**src/rtl/multi_sprite_print_module.sv**
```systemverilog
`default_nettype none
// ============================================================================
// Module      : multi_sprite_print_module
// Description : Per-line scan of NUM_SLOTS sprite descriptors into a short
//               visible list. A two-stage pixel pipeline then emits the
//               sprite-ROM address of the lowest-slot sprite covering the
//               pixel. Optional feature macro: SPRITE_MIRROR_EN (horizontal
//               mirroring through descriptor bit 10).
// Revision    : 1.0 - initial release
// ============================================================================
module multi_sprite_print_module #(
    parameter int NUM_SLOTS    = 8,
    parameter int SLOT_BITS    = 3,
    parameter int SIZE_X       = 10,
    parameter int SIZE_Y       = 10,
    parameter int SPRITE_W     = 20,
    parameter int SPRITE_H     = 20,
    parameter int SIZE_ADDRESS = 14,
    parameter int MAX_PER_LINE = 4
) (
    input  logic                     clk,
    input  logic                     reset,
    input  logic                     wr_en,
    input  logic [SLOT_BITS-1:0]     wr_slot,
    input  logic [31:0]              wr_data,
    input  logic                     line_start,
    input  logic [SIZE_Y-1:0]        line_y,
    input  logic                     pixel_en,
    input  logic                     active_area,
    input  logic [SIZE_X-1:0]        pixel_x,
    output logic [SIZE_ADDRESS-1:0]  memory_address,
    output logic [SIZE_X+SIZE_Y-1:0] check_value,
    output logic [SLOT_BITS-1:0]     sprite_slot,
    output logic                     printting,
    output logic                     scan_busy,
    output logic                     overflow
);

    localparam int c_CNT_W = $clog2(MAX_PER_LINE + 1);
    localparam int c_IDX_W = (MAX_PER_LINE > 1) ? $clog2(MAX_PER_LINE) : 1;

    typedef enum logic [1:0] {
        c_ST_IDLE  = 2'd0,
        c_ST_READY = 2'd1,
        c_ST_SCAN  = 2'd2
    } state_t;

    typedef struct packed {
        logic              active;
        logic [SIZE_X-1:0] pos_x;
        logic [SIZE_Y-1:0] pos_y;
`ifdef SPRITE_MIRROR_EN
        logic              mirror;
`endif
        logic [8:0]        offset;
    } slot_t;

    typedef struct packed {
        logic [SLOT_BITS-1:0] slot;
        logic [SIZE_X-1:0]    pos_x;
        logic [SIZE_Y-1:0]    pos_y;
        logic [SIZE_Y-1:0]    row;
`ifdef SPRITE_MIRROR_EN
        logic                 mirror;
`endif
        logic [8:0]           offset;
    } entry_t;

    slot_t                     r_slots_q [NUM_SLOTS];
    slot_t                     w_slots_d [NUM_SLOTS];
    entry_t                    r_list_q  [MAX_PER_LINE];
    entry_t                    w_list_d  [MAX_PER_LINE];
    state_t                    r_state_q, w_state_d;
    logic [SLOT_BITS-1:0]      r_scan_idx_q, w_scan_idx_d;
    logic [c_CNT_W-1:0]        r_count_q, w_count_d;
    logic                      r_overflow_q, w_overflow_d;
    logic [SIZE_Y-1:0]         r_line_y_q, w_line_y_d;
    logic                      r_s1_fire_q, w_s1_fire_d;
    logic [MAX_PER_LINE-1:0]   r_hit_q, w_hit_d;
    logic [SIZE_X-1:0]         r_col_q [MAX_PER_LINE];
    logic [SIZE_X-1:0]         w_col_d [MAX_PER_LINE];
    logic [SIZE_ADDRESS-1:0]   r_addr_q, w_addr_d;
    logic [SIZE_X+SIZE_Y-1:0]  r_check_q, w_check_d;
    logic [SLOT_BITS-1:0]      r_slot_q, w_slot_d;
    logic                      r_print_q, w_print_d;

    slot_t                     w_cur;
    entry_t                    w_new;
    entry_t                    w_ent;
    logic                      w_scan_hit;
    logic                      w_s1_ok;
    logic [SIZE_X-1:0]         w_dx;
    logic [SIZE_X-1:0]         w_col;
    logic                      w_found;
    logic [c_IDX_W-1:0]        w_sel;
    logic [31:0]               w_addr_full;
    logic                      w_unused_bits;

`ifdef SPRITE_MIRROR_EN
    assign w_unused_bits = wr_data[9];
`else
    assign w_unused_bits = ^wr_data[10:9];
`endif

    always_comb begin
        w_slots_d = r_slots_q;
        if (wr_en) begin
            w_slots_d[wr_slot].active = wr_data[31];
            w_slots_d[wr_slot].pos_x  = wr_data[30:21];
            w_slots_d[wr_slot].pos_y  = wr_data[20:11];
`ifdef SPRITE_MIRROR_EN
            w_slots_d[wr_slot].mirror = wr_data[10];
`endif
            w_slots_d[wr_slot].offset = wr_data[8:0];
        end
    end

    // Slot under scan is read from the registered array, so a write landing
    // on an earlier edge is visible to this line.
    assign w_cur      = r_slots_q[r_scan_idx_q];
    assign w_scan_hit = w_cur.active
                     && ({1'b0, r_line_y_q} >= {1'b0, w_cur.pos_y})
                     && ({1'b0, r_line_y_q} < ({1'b0, w_cur.pos_y} + (SIZE_Y+1)'(SPRITE_H)));

    always_comb begin
        w_new        = '0;
        w_new.slot   = r_scan_idx_q;
        w_new.pos_x  = w_cur.pos_x;
        w_new.pos_y  = w_cur.pos_y;
        w_new.row    = r_line_y_q - w_cur.pos_y;
        w_new.offset = w_cur.offset;
`ifdef SPRITE_MIRROR_EN
        w_new.mirror = w_cur.mirror;
`endif
    end

    always_comb begin
        w_state_d    = r_state_q;
        w_scan_idx_d = r_scan_idx_q;
        w_count_d    = r_count_q;
        w_overflow_d = r_overflow_q;
        w_line_y_d   = r_line_y_q;
        w_list_d     = r_list_q;
        if (line_start) begin
            w_state_d    = c_ST_SCAN;
            w_scan_idx_d = '0;
            w_count_d    = '0;
            w_overflow_d = 1'b0;
            w_line_y_d   = line_y;
        end else if (r_state_q == c_ST_SCAN) begin
            if (w_scan_hit) begin
                if (r_count_q < c_CNT_W'(MAX_PER_LINE)) begin
                    w_list_d[r_count_q[c_IDX_W-1:0]] = w_new;
                    w_count_d = r_count_q + 1'b1;
                end else begin
                    w_overflow_d = 1'b1;
                end
            end
            if (r_scan_idx_q == SLOT_BITS'(NUM_SLOTS - 1)) begin
                w_state_d = c_ST_READY;
            end else begin
                w_scan_idx_d = r_scan_idx_q + 1'b1;
            end
        end
    end

    // A pixel coinciding with a new scan is blanked, as the list is being rebuilt.
    assign w_s1_ok = active_area && (r_state_q == c_ST_READY) && !line_start;

    always_comb begin
        w_s1_fire_d = pixel_en;
        w_hit_d     = r_hit_q;
        w_col_d     = r_col_q;
        w_dx        = '0;
        if (pixel_en) begin
            for (int i = 0; i < MAX_PER_LINE; i++) begin
                w_dx       = pixel_x - r_list_q[i].pos_x;
                w_hit_d[i] = w_s1_ok && (c_CNT_W'(i) < r_count_q)
                          && ({1'b0, pixel_x} >= {1'b0, r_list_q[i].pos_x})
                          && ({1'b0, pixel_x} < ({1'b0, r_list_q[i].pos_x} + (SIZE_X+1)'(SPRITE_W)));
`ifdef SPRITE_MIRROR_EN
                w_col_d[i] = r_list_q[i].mirror ? (SIZE_X'(SPRITE_W - 1) - w_dx) : w_dx;
`else
                w_col_d[i] = w_dx;
`endif
            end
        end
    end

    // List order follows slot order, so the lowest hit index is the lowest slot.
    always_comb begin
        w_found = 1'b0;
        w_sel   = '0;
        for (int i = MAX_PER_LINE - 1; i >= 0; i--) begin
            if (r_hit_q[i]) begin
                w_found = 1'b1;
                w_sel   = c_IDX_W'(i);
            end
        end
        w_ent       = r_list_q[w_sel];
        w_col       = r_col_q[w_sel];
        w_addr_full = 32'(w_ent.offset) * 32'(SPRITE_W * SPRITE_H)
                    + 32'(w_ent.row) * 32'(SPRITE_W) + 32'(w_col);
        w_addr_d    = r_addr_q;
        w_check_d   = r_check_q;
        w_slot_d    = r_slot_q;
        w_print_d   = r_print_q;
        if (r_s1_fire_q) begin
            w_print_d = w_found;
            w_addr_d  = w_found ? w_addr_full[SIZE_ADDRESS-1:0] : '0;
            w_check_d = w_found ? {w_ent.pos_x, w_ent.pos_y} : '0;
            w_slot_d  = w_found ? w_ent.slot : '0;
        end
    end

    always_ff @(posedge clk) begin
        if (reset) begin
            for (int i = 0; i < NUM_SLOTS; i++) begin
                r_slots_q[i] <= '0;
            end
            for (int i = 0; i < MAX_PER_LINE; i++) begin
                r_list_q[i] <= '0;
                r_col_q[i]  <= '0;
            end
            r_state_q    <= c_ST_IDLE;
            r_scan_idx_q <= '0;
            r_count_q    <= '0;
            r_overflow_q <= 1'b0;
            r_line_y_q   <= '0;
            r_s1_fire_q  <= 1'b0;
            r_hit_q      <= '0;
            r_addr_q     <= '0;
            r_check_q    <= '0;
            r_slot_q     <= '0;
            r_print_q    <= 1'b0;
        end else begin
            r_slots_q    <= w_slots_d;
            r_list_q     <= w_list_d;
            r_col_q      <= w_col_d;
            r_state_q    <= w_state_d;
            r_scan_idx_q <= w_scan_idx_d;
            r_count_q    <= w_count_d;
            r_overflow_q <= w_overflow_d;
            r_line_y_q   <= w_line_y_d;
            r_s1_fire_q  <= w_s1_fire_d;
            r_hit_q      <= w_hit_d;
            r_addr_q     <= w_addr_d;
            r_check_q    <= w_check_d;
            r_slot_q     <= w_slot_d;
            r_print_q    <= w_print_d;
        end
    end

    assign memory_address = r_addr_q;
    assign check_value    = r_check_q;
    assign sprite_slot    = r_slot_q;
    assign printting      = r_print_q;
    assign scan_busy      = (r_state_q == c_ST_SCAN);
    assign overflow       = r_overflow_q;

endmodule
`default_nettype wire

```
**config.mk**
```make
export PLATFORM = sky130hd
export DESIGN_NAME = multi_sprite_print_module
export DESIGN_NICKNAME = d
export VERILOG_FILES = /design/src/rtl/multi_sprite_print_module.sv
export SDC_FILE = /design/constraint.sdc
export NUM_CORES = 1
export LEC_CHECK = 0
export ABC_AREA = 0
export CORE_ASPECT_RATIO = 0.5
export CORE_UTILIZATION = 58
export DETAILED_ROUTE_END_ITERATION = 8
export DONT_BUFFER_PORTS = 1
export GPL_TIMING_DRIVEN = 0
export PLACE_DENSITY_LB_ADDON = 0.25
export REMOVE_ABC_BUFFERS = 1
export SYNTH_ARGS = -nofsm -noshare
export SYNTH_HDL_FRONTEND = slang
export SYNTH_SLANG_ARGS = --single-unit
```
**constraint.sdc**
```tcl
create_clock -name clk -period 5.2 [get_ports clk]
set_input_delay 1.04 -clock clk [delete_from_list [all_inputs] [get_ports clk]]
set_output_delay 1.04 -clock clk [all_outputs]
set_load 0.02 [all_outputs]
```
==> impl_metrics.json, run 1 <==
{
  "status": "completed",
  "drc": 0,
  "synth_edf_count": 0,
  "vias": 19993,
  "synth.distinct_cells": 64,
  "syn_inst": 2855,
  "min_period_ps": 5150,
  "clkTransAtPathRegs_ps": 70,
  "timing.final.ws_setup_ps": 54.5,
  "first_iter_violations": 1984,
  "max-vdd-ir-drop_v": 0.000213,
  "drive_above_1_share_pct": 10.9,
  "crit_fanout": 14,
  "fin_util_pct": 64.8,
  "slew_headroom_pct": 23.6,
  "viasPerCell": 5.93,
  "gp_congestion": 0.870,
  "core_area_um2": 44300,
  "period_share_pct": 99.0,
  "critical_path_arrival_ps": 5590,
  "min_from": "r_slots_q[157]$_SDFFE_PP0P_",
  "tns_ps": 0,
  "rows": 54,
  "rr_startpoint": "r_hit_q[3]$_SDFFE_PP0P_",
  "yosysTopAreaCell": "dfxtp_1",
  "hold_depth": 2,
  "cts_made_buffers": 46,
  "yosysTopAreaCellShare_pct": 38.6,
  "area_delta_synth_final_pct": 8.48,
  "grt_pass1_wl_mm": 107,
  "finalSetupViolations": 0,
  "multiInputGateArea_um2": 15200,
  "worst_slew_pin_slew_ps": 1140,
  "placed_cells": 3265,
  "whs_ps": 449,
  "p_total_mw": 7.98,
  "pre_cts_ws_ps": -872,
  "start_util_pct": 59.7,
  "h-tree-depth": 2,
  "fmax_ghz": 0.194,
  "die_h_um": 153,
  "hold_end": "r_slots_q[157]$_SDFFE_PP0P_",
  "ys_ff_latch": 510,
  "cp-start-kind": "flop",
  "rsz0062_at_grt": "true",
  "finalHoldViolations": 0,
  "die_x_um": 304,
  "reg2regPathDepth": 23,
  "synth_flop_cell": "dfxtp_1",
  "synthArstFlopShare_pct": 0,
  "ys.warnings.count": 0,
  "die_area_um2": 46600,
  "clock_latency_ps": 590,
  "dp_hpwl_mm": 42.7,
  "detail-route-antenna-nets": 0,
  "cts-root-buf": "clkbuf_16",
  "ys_seq_area_share_pct": 38.6,
  "clk_path_buf_depth": 3,
  "yosysMostFrequentCell": "nand2_1",
  "syn_area_um2": 26500,
  "r2r_end": "memory_address[13]$_SDFFE_PP0P_",
  "seq_area_um2": 10200,
  "r2r_slack_ps": 50,
  "port_buffers": 0,
  "n_fill_cell": 3505,
  "layout.cells.non_filler": 3370,
  "power.density_nw_per_um2": 278,
  "maxCapViolCount": 0,
  "clock-sinks": 510,
  "grt_pass1_vias": 19223,
  "placed_area_um2": 27000,
  "grt_overflow": 0,
  "io-pin-count": 101,
  "slew_violations": 0,
  "grt_usage_pct": 28.8,
  "layout.nets": 2975,
  "path_class": "reg -> reg",
  "end_kind": "flop",
  "worstPathRequired_ps": 5650,
  "final_area_um2": 28700,
  "syn_avg_cell_area_um2": 9.27,
  "synthTopCellsByArea": "dfxtp_1 39%, mux4_2 9.6%, mux2i_1 7.8%, nand2_1 7.4%, ha_1 7.1%",
  "ys_top_cells_by_count": "519 x nand2_1, 510 x dfxtp_1, 300 x a21oi_1, 207 x mux2i_1, 190 x nand2b_1",
  "routed_wl_mm": 68.0,
  "p_leak_nw": 11.0,
  "cts_tree": "built",
  "fin_skew_ps": 29.6,
  "grt_max_degree": 538,
  "antenna_found_initial": 1,
  "hold_class": "reg -> reg",
  "avgRoutedWirePerCell_um": 20.2,
  "first_pass_iters": 7
}
[final cells by class]
type                    instances  area share, %
diodes                          1        0.00871
clock buffers                  72           4.74
clock inverters                 9          0.492
inverters                     105           1.37
multi-input cells            2040           52.8
flip-flops and latches        510           35.6
well taps                     588           2.56
repair buffers                 45           2.43
[registers in the layout, summed over array words and instances, names as in the netlist]
name            count
r_line_y_q         10
printting           1
overflow            1
r_list_q          168
check_value        20
memory_address     14
r_hit_q             4
r_slots_q         240
r_col_q            40
r_count_q           3
r_s1_fire_q         1
r_scan_idx_q        3
sprite_slot         3
r_state_q           2
[power by group]
group | switching, mW | leakage, nW | internal, mW | total (mW)
registers | 0.0363 | 4.13 | 3.97 | 4.01
clock network | 1.54 | 0.728 | 1.91 | 3.45
logic | 0.295 | 6.11 | 0.232 | 0.527
[timing repair]
action                                  in CTS  in global routing
pin swaps                                    7                  3
cloned                                       3                  0
endpoints found under the setup margin     171                 55
hold buffers                                 0                  0
buffers inserted                            13                  7
resized for setup                            6                  8
[worst max-delay path, cell delays in order (launching register included)]
cell and delay (ps):
dfxtp_4 370, nor2_2 70, nor3_4 150, clkbuf_16 190, buf_16 160, mux4_2 570, ha_1 320, ha_1 280
inv_1 50, fa_1 540, inv_1 40, ha_1 300, inv_1 60, nor2_1 100, nor2_1 60, xnor2_1 120
ha_1 230, xnor2_2 150, xnor2_1 190, xnor2_1 160, xnor2_1 140, xnor3_1 270, or3_1 370, o311ai_0 100
[worst max path at each step]
stage / from / endpoint / slack [ps] / cells after the start
6_report: r_hit_q[3]$_SDFFE_PP0P_ / memory_address[13]$_SDFFE_PP0P_ / 50 / 23
5_1_grt: r_hit_q[3]$_SDFFE_PP0P_ / memory_address[13]$_SDFFE_PP0P_ / -150 / 21
4_1_cts: r_hit_q[3]$_SDFFE_PP0P_ / memory_address[13]$_SDFFE_PP0P_ / 6 / 21
3_5_place_dp: r_scan_idx_q[0]$_SDFFE_PP0P_ / r_list_q[58]$_SDFFE_PP0P_ / -870 / 13
3_3_place_gp: r_scan_idx_q[0]$_SDFFE_PP0P_ / r_list_q[16]$_SDFFE_PP0P_ / -6540 / 15
2_1_floorplan: r_scan_idx_q[0]$_SDFFE_PP0P_ / r_list_q[16]$_SDFFE_PP0P_ / -3070 / 15
[layer usage]
metal	track usage (%)	part of all wire, %	vias up
li1	-	-	9598
met1	41.3	47	9722
met2	45.5	45	582
met3	5.39	7.1	91
met4	5.83	1.5	0
met5	0	0	-
[logic make-up (layout without fill, tap and decap cells)]
family | Yosys count | after routing | synth area share [%]
AO/OA/AOI/OAI | 492 | 492 | 10.9
XOR/XNOR | 76 | 76 | 2.57
adder cells (fa/ha/maj) | 166 | 166 | 8.27
buffers and inverters | 308 | 231 | 4.86
flip-flops | 510 | 510 | 38.6
multiplexers | 333 | 333 | 18.1
other | 0 | 1 | 0
AND/OR/NAND/NOR | 970 | 973 | 16.7
[cells in the final DEF, fill, tap and decap left out, types with 19 or more instances in the layout]
master       n
clkbuf_16   48
a21oi_1    298
xnor2_1     58
nand2_1    519
ha_1       150
or2_2       32
mux4_2     113
a22oi_1     35
o21a_1      26
o21ai_0     38
mux2i_1    206
nor2_1     115
nor2b_1     31
nor3_1      31
dfxtp_1    504
a21o_1      19
nand2b_1   190
inv_1      103
No activity file was read; power rests on OpenSTA's default activity.
==> inputs of run 2 (changes only) <==
Settings changed: CORE_UTILIZATION 58 to 59, CTS_BUF_LIST set to sky130_fd_sc_hd__clkbuf_4 sky130_fd_sc_hd__clkbuf_8.
==> impl_metrics.json, run 2 (same netlist as run 1, synthesis figures left out) <==
{
  "first_pass_iters": 9,
  "finalHoldViolations": 0,
  "drc": 2,
  "start_util_pct": 60.3,
  "grt_pass1_wl_mm": 106,
  "whs_ps": 452,
  "die_h_um": 152,
  "final_common_cell": "nand2_1",
  "end_kind": "flop",
  "clock-sinks": 510,
  "largest_register_ffs": 240,
  "min_from": "r_slots_q[178]$_SDFFE_PP0P_",
  "min_period_ps": 5110,
  "h-tree-depth": 3,
  "fmax_ghz": 0.196,
  "r2r_end": "memory_address[13]$_SDFFE_PP0P_",
  "timing.final.ws_setup_ps": 85.7,
  "dp_hpwl_mm": 42.5,
  "grt_max_degree": 538,
  "die_area_um2": 45800,
  "p_leak_nw": 11.1,
  "status": "complete, but fails checks",
  "slew_violations": 28,
  "rsz0062_at_grt": "true",
  "failed_checks": "design-rule violations, max-slew violations",
  "worstPathRequired_ps": 5700,
  "clk_path_buf_depth": 3,
  "core_area_um2": 43900,
  "hold_class": "reg -> reg",
  "critical_path_arrival_ps": 5610,
  "slew_headroom_pct": -1.02,
  "clock_latency_ps": 650,
  "port_buffers": 0,
  "gp_congestion": 0.913,
  "first_iter_violations": 1882,
  "routed_wl_mm": 69.3,
  "fin_util_pct": 65.9,
  "vias": 20444,
  "cts_hold_buffers": 0,
  "hold_end": "r_slots_q[178]$_SDFFE_PP0P_",
  "grt_usage_pct": 29.8,
  "largest-register": "r_slots_q",
  "finalSetupViolations": 0,
  "rr_startpoint": "r_hit_q[3]$_SDFFE_PP0P_",
  "antenna_found_initial": 1,
  "area_delta_synth_final_pct": 9.38,
  "crit_fanout": 4,
  "rows": 54,
  "reg_top3": "r_slots_q x240, r_list_q x168, r_col_q x40",
  "pre_cts_ws_ps": -709,
  "reg2regPathDepth": 21,
  "cts-root-buf": "clkbuf_8",
  "detail-route-antenna-nets": 0,
  "period_share_pct": 98.4,
  "worst_slew_pin_slew_ps": 1520,
  "io-pin-count": 101,
  "max-vdd-ir-drop_v": 0.000162,
  "fin_skew_ps": 36.6,
  "cts_tree": "built",
  "clkTransAtPathRegs_ps": 70,
  "r2r_slack_ps": 90,
  "die_x_um": 302,
  "cts_made_buffers": 73,
  "drive_above_1_share_pct": 13.5,
  "layout_common_cells": "517 x nand2_1, 503 x dfxtp_1, 298 x a21oi_1",
  "grt_overflow": 0,
  "viasPerCell": 5.96,
  "hold_depth": 2,
  "layout.nets": 3011,
  "maxCapViolCount": 0,
  "cp-start-kind": "flop",
  "path_class": "reg -> reg",
  "power.density_nw_per_um2": 276,
  "grt_pass1_vias": 19562,
  "avgRoutedWirePerCell_um": 20.2
}
-- run 2: cell count changes in the layout (fill, tap and decap cells not counted), sizes merged --
cell,delta
buf,+9
diode,+5
inv,+2
clkinv,+4
clkbuf,+41
-- run 2: worst max-delay path by stage --
stage,startpoint,end,slack [ps]
6_report,r_hit_q[3]$_SDFFE_PP0P_,memory_address[13]$_SDFFE_PP0P_,90
5_1_grt,r_hit_q[3]$_SDFFE_PP0P_,memory_address[13]$_SDFFE_PP0P_,-80
4_1_cts,r_hit_q[3]$_SDFFE_PP0P_,memory_address[13]$_SDFFE_PP0P_,10
3_5_place_dp,r_scan_idx_q[0]$_SDFFE_PP0P_,r_list_q[100]$_SDFFE_PP0P_,-710
3_3_place_gp,r_scan_idx_q[0]$_SDFFE_PP0P_,r_list_q[16]$_SDFFE_PP0P_,-6280
2_1_floorplan,r_scan_idx_q[0]$_SDFFE_PP0P_,r_list_q[16]$_SDFFE_PP0P_,-3070
-- run 2: report_power, final --
part / internal [mW] / total, mW / switching, mW
Clock: 1.88 / 3.47 / 1.59
Sequential: 3.97 / 4.01 / 0.0401
Combinational: 0.229 / 0.521 / 0.292
-- run 2: metal layers --
metal / GRT usage [%] / up-vias / share of wire (%) / wire length (um)
li1: - / 9682 / - / -
met1: 41.0 / 9930 / 45 / 31200
met2: 46.6 / 726 / 44 / 30700
met3: 6.76 / 106 / 8.4 / 5820
met4: 9.44 / 0 / 2.3 / 1590
met5: 0 / - / 0 / 0
-- run 2: what timing repair did --
item,CTS,global route
hold endpoints to repair,0,0
pin swaps,11,6
endpoints found under the setup margin,146,18
setup buffers,13,16
gates resized for setup,11,11
gates cloned,3,0
-- run 2: stage by stage --
step	TNS, ps	area [um2]	cells	power (mW)
after floorplan	-386260	25600	2652	4.46
after global placement	-953260	26300	3240	4.58
after detailed placement	-67470	26900	3265	4.60
after CTS	0	28800	3409	8.03
after global routing	-79.9	28900	3428	8.26
final	0	29000	3431	8.00
-- run 2: critical path: stages (launching register included) --
cell and delay [ps]:
dfxtp_4 370, nor2_2 70, nor3_4 170, clkbuf_16 190
buf_12 100, mux4_2 520, ha_1 330, ha_1 310
ha_1 330, fa_1 470, a21oi_1 170, nor2_1 60
nor2_1 130, xnor2_1 150, ha_2 220, xnor2_1 80
xnor2_1 250, xnor2_1 170, xnor2_1 150, xnor3_1 280
or3_1 360, o311ai_1 80
-- run 2: cell type report --
class                           instances  area, um2
Antenna cell                            6       15.0
Clock buffer                          113       1450
Clock inverter                         15        150
Fill cell                            3466      15000
Inverter                              105        394
Multi-Input combinational cell       2040      15200
Sequential cell                       510      10200
Tap cell                              588        736
Timing Repair Buffer                   54        771
